`src/rtl/fifo_pkg.sv`:
```
// fifo_pkg: shared sizing constants and the control FSM state encoding for fifo_8x32.
//   DATA_WIDTH : width of each stored word and of din/dout
//   DEPTH      : number of entries (power of two)
//   ADDR_WIDTH : width of the head/tail pointers, log2(DEPTH)
//   CNT_WIDTH  : width of data_count, wide enough to hold DEPTH itself
package fifo_pkg;

  localparam int unsigned DATA_WIDTH = 32;
  localparam int unsigned DEPTH      = 8;
  localparam int unsigned ADDR_WIDTH = $clog2(DEPTH);
  localparam int unsigned CNT_WIDTH  = ADDR_WIDTH + 1;

  // Encodings are fixed so that the state register can be probed directly.
  typedef enum logic [2:0] {
    StInit    = 3'b000,
    StNoOp    = 3'b001,
    StWrite   = 3'b010,
    StWrError = 3'b011,
    StRead    = 3'b100,
    StRdError = 3'b101
  } state_e;

endpackage

```
`src/rtl/register32_en.sv`:
```
// register32_en: one enable-gated storage word of the FIFO array.
//   clk     : rising-edge clock
//   reset_n : asynchronous active-low reset, clears the word
//   en      : load enable, d is captured on the rising edge while high
//   d       : data in
//   q       : stored word
module register32_en
  import fifo_pkg::*;
#(
  parameter int unsigned Width = DATA_WIDTH
) (
  input  logic             clk,
  input  logic             reset_n,
  input  logic             en,
  input  logic [Width-1:0] d,
  output logic [Width-1:0] q
);

  logic [Width-1:0] q_q;

  always_ff @(posedge clk or negedge reset_n) begin
    if (!reset_n) begin
      q_q <= '0;
    end else if (en) begin
      q_q <= d;
    end
  end

  assign q = q_q;

endmodule

```
`src/rtl/fifo_8x32.sv`:
```
// fifo_8x32: 8-entry, 32-bit synchronous FIFO with a six-state control FSM.
//   clk        : rising-edge clock, single domain
//   reset_n    : asynchronous active-low reset; clears pointers, count, dout and status
//   wr_en      : write request
//   rd_en      : read request (both high together is ignored)
//   din        : write data
//   dout       : registered read data, updated on the edge that enters READ
//   data_count : current occupancy, 0..DEPTH
//   full       : data_count == DEPTH
//   empty      : data_count == 0
//   wr_ack     : high while in WRITE (write accepted)
//   wr_err     : high while in WR_ERROR (write while full, dropped)
//   rd_ack     : high while in READ (dout holds the word just read)
//   rd_err     : high while in RD_ERROR (read while empty, dropped)
module fifo_8x32
  import fifo_pkg::*;
(
  input  logic                  clk,
  input  logic                  reset_n,
  input  logic                  wr_en,
  input  logic                  rd_en,
  input  logic [DATA_WIDTH-1:0] din,
  output logic [DATA_WIDTH-1:0] dout,
  output logic [CNT_WIDTH-1:0]  data_count,
  output logic                  full,
  output logic                  empty,
  output logic                  wr_ack,
  output logic                  wr_err,
  output logic                  rd_ack,
  output logic                  rd_err
);

  state_e                state_q, state_d;
  logic [ADDR_WIDTH-1:0] head_q, head_d;
  logic [ADDR_WIDTH-1:0] tail_q, tail_d;
  logic [CNT_WIDTH-1:0]  count_q, count_d;
  logic [DATA_WIDTH-1:0] dout_q, dout_d;
  logic [DATA_WIDTH-1:0] mem_q [DEPTH];
  logic [DEPTH-1:0]      wr_sel;
  logic                  is_full, is_empty;

  // Occupancy alone separates full from empty: head == tail in both cases.
  assign is_full  = (count_q == CNT_WIDTH'(DEPTH));
  assign is_empty = (count_q == '0);

  // ---------------------------------------------------------------------------
  // Control FSM: state register
  // ---------------------------------------------------------------------------
  always_ff @(posedge clk or negedge reset_n) begin
    if (!reset_n) begin
      state_q <= StInit;
    end else begin
      state_q <= state_d;
    end
  end

  // ---------------------------------------------------------------------------
  // Control FSM: next state. The decision depends only on the current request
  // and occupancy, so every state (INIT included) shares the same decode.
  // ---------------------------------------------------------------------------
  always_comb begin
    state_d = StNoOp;
    case ({wr_en, rd_en})
      2'b10:   state_d = is_full  ? StWrError : StWrite;
      2'b01:   state_d = is_empty ? StRdError : StRead;
      default: state_d = StNoOp;
    endcase
  end

  // ---------------------------------------------------------------------------
  // Control FSM: status outputs, decoded from the registered state so each
  // flag is high exactly for the cycle spent in its state.
  // ---------------------------------------------------------------------------
  always_comb begin
    wr_ack = 1'b0;
    wr_err = 1'b0;
    rd_ack = 1'b0;
    rd_err = 1'b0;
    case (state_q)
      StWrite:   wr_ack = 1'b1;
      StWrError: wr_err = 1'b1;
      StRead:    rd_ack = 1'b1;
      StRdError: rd_err = 1'b1;
      default:   ;
    endcase
  end

  // ---------------------------------------------------------------------------
  // Pointer, count and read-data next state. Data actions are keyed off the
  // state being entered so they land on the same edge as the state change.
  // ---------------------------------------------------------------------------
  always_comb begin
    head_d  = head_q;
    tail_d  = tail_q;
    count_d = count_q;
    dout_d  = dout_q;
    case (state_d)
      StWrite: begin
        tail_d  = tail_q + 1'b1;  // wraps DEPTH-1 -> 0
        count_d = count_q + 1'b1;
      end
      StRead: begin
        dout_d  = mem_q[head_q];
        head_d  = head_q + 1'b1;  // wraps DEPTH-1 -> 0
        count_d = count_q - 1'b1;
      end
      default: ;
    endcase
  end

  always_ff @(posedge clk or negedge reset_n) begin
    if (!reset_n) begin
      head_q  <= '0;
      tail_q  <= '0;
      count_q <= '0;
      dout_q  <= '0;
    end else begin
      head_q  <= head_d;
      tail_q  <= tail_d;
      count_q <= count_d;
      dout_q  <= dout_d;
    end
  end

  // ---------------------------------------------------------------------------
  // Storage array: one enable-gated word per entry, loaded when entering WRITE
  // and the tail points at it.
  // ---------------------------------------------------------------------------
  for (genvar i = 0; i < DEPTH; i++) begin : g_mem
    assign wr_sel[i] = (state_d == StWrite) && (tail_q == ADDR_WIDTH'(i));

    register32_en #(
      .Width (DATA_WIDTH)
    ) u_word (
      .clk     (clk),
      .reset_n (reset_n),
      .en      (wr_sel[i]),
      .d       (din),
      .q       (mem_q[i])
    );
  end

  assign dout       = dout_q;
  assign data_count = count_q;
  assign full       = is_full;
  assign empty      = is_empty;

  // Occupancy never leaves 0..DEPTH regardless of the request pattern.
  a_count_bound: assert property (@(posedge clk) disable iff (!reset_n)
    count_q <= CNT_WIDTH'(DEPTH));

  // Status flags are mutually exclusive.
  a_status_onehot: assert property (@(posedge clk) disable iff (!reset_n)
    $onehot0({wr_ack, wr_err, rd_ack, rd_err}));

endmodule

```
`config.mk`:
```
export PLATFORM = sky130hd
export DESIGN_NAME = fifo_8x32
export DESIGN_NICKNAME = d
export VERILOG_FILES = /design/src/rtl/fifo_pkg.sv /design/src/rtl/register32_en.sv /design/src/rtl/fifo_8x32.sv
export SDC_FILE = /design/constraint.sdc
export NUM_CORES = 1
export LEC_CHECK = 0
export ABC_AREA = 1
export ABC_CLOCK_PERIOD_IN_PS = 2330
export BUFFER_PORTS_ARGS = -buffer_cell sky130_fd_sc_hd__buf_2
export CAP_MARGIN = 25
export CORE_MARGIN = 2
export CORE_UTILIZATION = 55
export DETAILED_ROUTE_END_ITERATION = 7
export GPL_TIMING_DRIVEN = 0
export PLACE_DENSITY_LB_ADDON = 0.2
export SYNTH_ARGS = -nofsm -noshare
export SYNTH_HDL_FRONTEND = slang
export SYNTH_SLANG_ARGS = --single-unit
```
`constraint.sdc`:
```
create_clock -name clk -period 2.33 [get_ports clk]
set_input_delay 0.233 -clock clk [delete_from_list [all_inputs] [get_ports clk]]
set_output_delay 0.233 -clock clk [all_outputs]
set_load 0.01 [all_outputs]
```
==> results.ini <==
[timing]
timing.max_slew.rel_slack=0.360
worst_pin_slew_ns=0.960
minimum_clock_period_ns=2.22
report.final.setup_viol=0
max_clock_freq_ghz=0.450
worst_clock_skew_ns=0.00949
slew_violations=0
report.final.hold_viol_count=0
timing.final.crit_share=0.953

[setup_path]
rr_worst_depth=7
rr_startpoint=head_q[0]
critical_path.startpoint_type=flop
critical_path_arrival_ns=2.72
reg2reg_setup_slack_ns=0.11
crit_type=flop to flop
critical_path.top_delay_family=buffers and inverters
crit_chain=buf_2 > buf_2 > clkbuf_1 > o211ai_1 > nand3_1 > nand3_1 > nand2_1
worst_path_largest_cell_delay_ns=0.55
crit_path_top_delay_cell=sky130_fd_sc_hd__clkbuf_1
end_kind=flop
critical_path.max_fanout=10
crit_path_from=head_q[0]
worst-path-buf-inv=3
r2r_end=dout[28]
critical_path_required_ns=2.83

[global_routing]
antenna_found_initial=1
grt_pass1_wl_mm=64.4
number_of_global_route_vias_before_repair=11900
global_route.overflow_total=0
track_usage=0.312
grt_start_max_net_pins=86

[power]
power_leakage_nw=7.59
report.power.total_mw=21.8
power.density_cell_area_nw_per_um2=1370
vdd_drop_max_mv=0.683

[synthesis]
ys_seq_elements=301
synth_warnings=0
avgSynthCellArea_um2=8.18
synth_seq_area_share=0.539
postSynthCellCount=1710
synth.net_count=1758
yosys.cell_types.count=28
synth.top_cell.area_share=0.539
synth_largest_area_cell=sky130_fd_sc_hd__dfrtp_1
synthArstFlopShare=1.00
post_synth_instance_area_um2=14000
synth_edf_count=0
postSynth.topFlopCell=sky130_fd_sc_hd__dfrtp_1
synth.area.top_cells=sky130_fd_sc_hd__dfrtp_1 (54%), sky130_fd_sc_hd__o21ai_0 (11%), sky130_fd_sc_hd__nand2_1 (11%)

[placed_design]
globalplace.congestion=0.873
dpl.cell_count=2088
io_buffers=45
post_dp_cell_area_um2=14700
detailedPlacementHpwl_mm=26.2

[hold_path]
min_delay_worst_endpoint=state_q[1]
hold_path.startpoint=wr_en
worst_hold_path_type=primary input to flop
min_delay_path_depth=2

[floorplan]
fp.dieArea_um2=26700
placement_rows=58
pin_count=78
starting_density_of_the_core=0.558
core_um2=25000
die_h_um=163
die_width_um=163

[route]
wire_per_inst_um=18.8
detail_route.first_pass.iterations=7
via_count=12000
drtAntennaViolNets=0
avgViaCountPerCell=5.59
drt_drc_violations_left=0
drt_iter0_markers=1041
drt-total-wl_mm=40.4

[clock_tree]
clk_transition_reported_paths_ns=0.06
cts.path.max_buffers=3
cts.sink_count=301
cts_tree=done
cts-htree-levels=1
cts-root-buf=sky130_fd_sc_hd__clkbuf_16
cts_made_buffers=31
insertion_delay_ns=0.56

[flow_run]
timing.max_cap.violations=0

[cells_and_area]
design.final.nets=1842
area_growth_pct=13.5
final_area_um2=15900
post_route_cells_drive_above_1_share=0.0897
nFillCells=2175
finish.cell_count_without_fillers=2147
antenna-diode-count=0
most_common_cell_after_layout_fill_and_taps_aside=sky130_fd_sc_hd__nand2_1
most-common-layout-cells=sky130_fd_sc_hd__nand2_1 (399), sky130_fd_sc_hd__o21ai_0 (310), sky130_fd_sc_hd__dfrtp_1 (301)

[run_status]
run_status=finished, final reports clean

-- how the worst max path moves through the flow --
| stage | to | slack [ns] | cells after the start |
|---|---|---|---|
| 2_1_floorplan | data_count[3] | 0.23 | 13 |
| 3_3_place_gp | g_mem[2].u_word.q[17] | -4.67 | 1 |
| 3_5_place_dp | data_count[3] | -0.47 | 16 |
| 4_1_cts | data_count[3] | 0.03 | 13 |
| 5_1_grt | g_mem[1].u_word.q[17] | -0.008 | 7 |
| 6_report | dout[28] | 0.11 | 7 |
-- state kept, by name (all words and copies together), names as in the netlist --
name and flops:
data_count 4, dout 32, g_mem.u_word.q 256, head_q 3
state_q 3, tail_q 3
-- layout make-up --
class	count	area (um^2)	share of cell area
clock buffer	38	872	0.0549
sequential	301	7530	0.475
buffer	138	599	0.0378
clock inverter	18	213	0.0134
timing repair buffer	51	355	0.0224
inverter	280	1050	0.0664
tap	330	413	0.0260
multi-input combinational	991	4830	0.305
-- layer usage --
layer  wire length (um)  global-route usage  share of wire
met1              17200               0.430           0.42
met2              18500               0.491           0.46
met3               3360              0.0615          0.083
met4               1420               0.119          0.035
met5                 15                   0        0.00037
-- synth_stat cells, types with 3 or more instances --
| cell | number |
|---|---|
| sky130_fd_sc_hd__ha_1 | 11 |
| sky130_fd_sc_hd__dfrtp_1 | 301 |
| sky130_fd_sc_hd__a21oi_1 | 66 |
| sky130_fd_sc_hd__nor2_1 | 6 |
| sky130_fd_sc_hd__o211ai_1 | 64 |
| sky130_fd_sc_hd__nor3_1 | 4 |
| sky130_fd_sc_hd__clkbuf_1 | 91 |
| sky130_fd_sc_hd__buf_1 | 9 |
| sky130_fd_sc_hd__inv_1 | 279 |
| sky130_fd_sc_hd__nand3_1 | 101 |
| sky130_fd_sc_hd__buf_2 | 30 |
| sky130_fd_sc_hd__xor2_1 | 3 |
| sky130_fd_sc_hd__nand2_1 | 399 |
| sky130_fd_sc_hd__buf_4 | 3 |
| sky130_fd_sc_hd__clkbuf_2 | 4 |
| sky130_fd_sc_hd__o21ai_1 | 11 |
| sky130_fd_sc_hd__o21ai_0 | 310 |
| sky130_fd_sc_hd__nor3_4 | 4 |
-- through the flow --
| stage | TNS [ns] | utilization | hold slack, ns | setup WS [ns] |
|---|---|---|---|---|
| after global routing | -0.00803 | 0.634 | 0.0378 | -0.00803 |
| final | 0 | 0.634 | 0.0170 | 0.109 |
| after global placement | -1409.00 | 0.584 | 0.458 | -4.67 |
| after floorplan | 0 | - | -0.0626 | 0.226 |
| after CTS | 0 | 0.632 | 0.00418 | 0.0343 |
| after detailed placement | -15.14 | 0.588 | 0.218 | -0.470 |
-- timing repair --
item	in CTS	in global routing
buffers inserted	0	2
endpoints found under the setup margin	13	51
endpoints found under the hold margin	64	0
cloned	0	0
hold buffers	1	0
pin swaps	0	1
resized for setup	8	13
-- cells by family (layout without fill, tap and decap cells) --
group / after synthesis / in the layout / share of synthesized area
AND/OR/NAND/NOR: 523 / 523 / 0.157
flip-flops: 301 / 301 / 0.539
buffers and inverters: 418 / 525 / 0.117
AO/OA/AOI/OAI: 451 / 451 / 0.173
XOR/XNOR: 5 / 5 / 0.00313
adder cells (fa/ha/maj): 12 / 12 / 0.0113
-- report_power, final --
part | switching (mW) | total (mW) | internal (mW)
Clock | 2.15 | 5.25 | 3.10
Sequential | 1.08 | 8.79 | 7.72
Combinational | 5.18 | 7.76 | 2.58
Total | 8.41 | 21.8 | 13.4
-- worst register-to-register path: cells and delay by family (launching register included) --
family | cells | cell delay [ns]
and+or+nand+nor | 3 | 0.36
buffers and inverters | 3 | 1.12
DFF | 1 | 0.45
AOI/OAI and AO/OA | 1 | 0.23
Note: power is estimated with default switching activity, not from simulation.
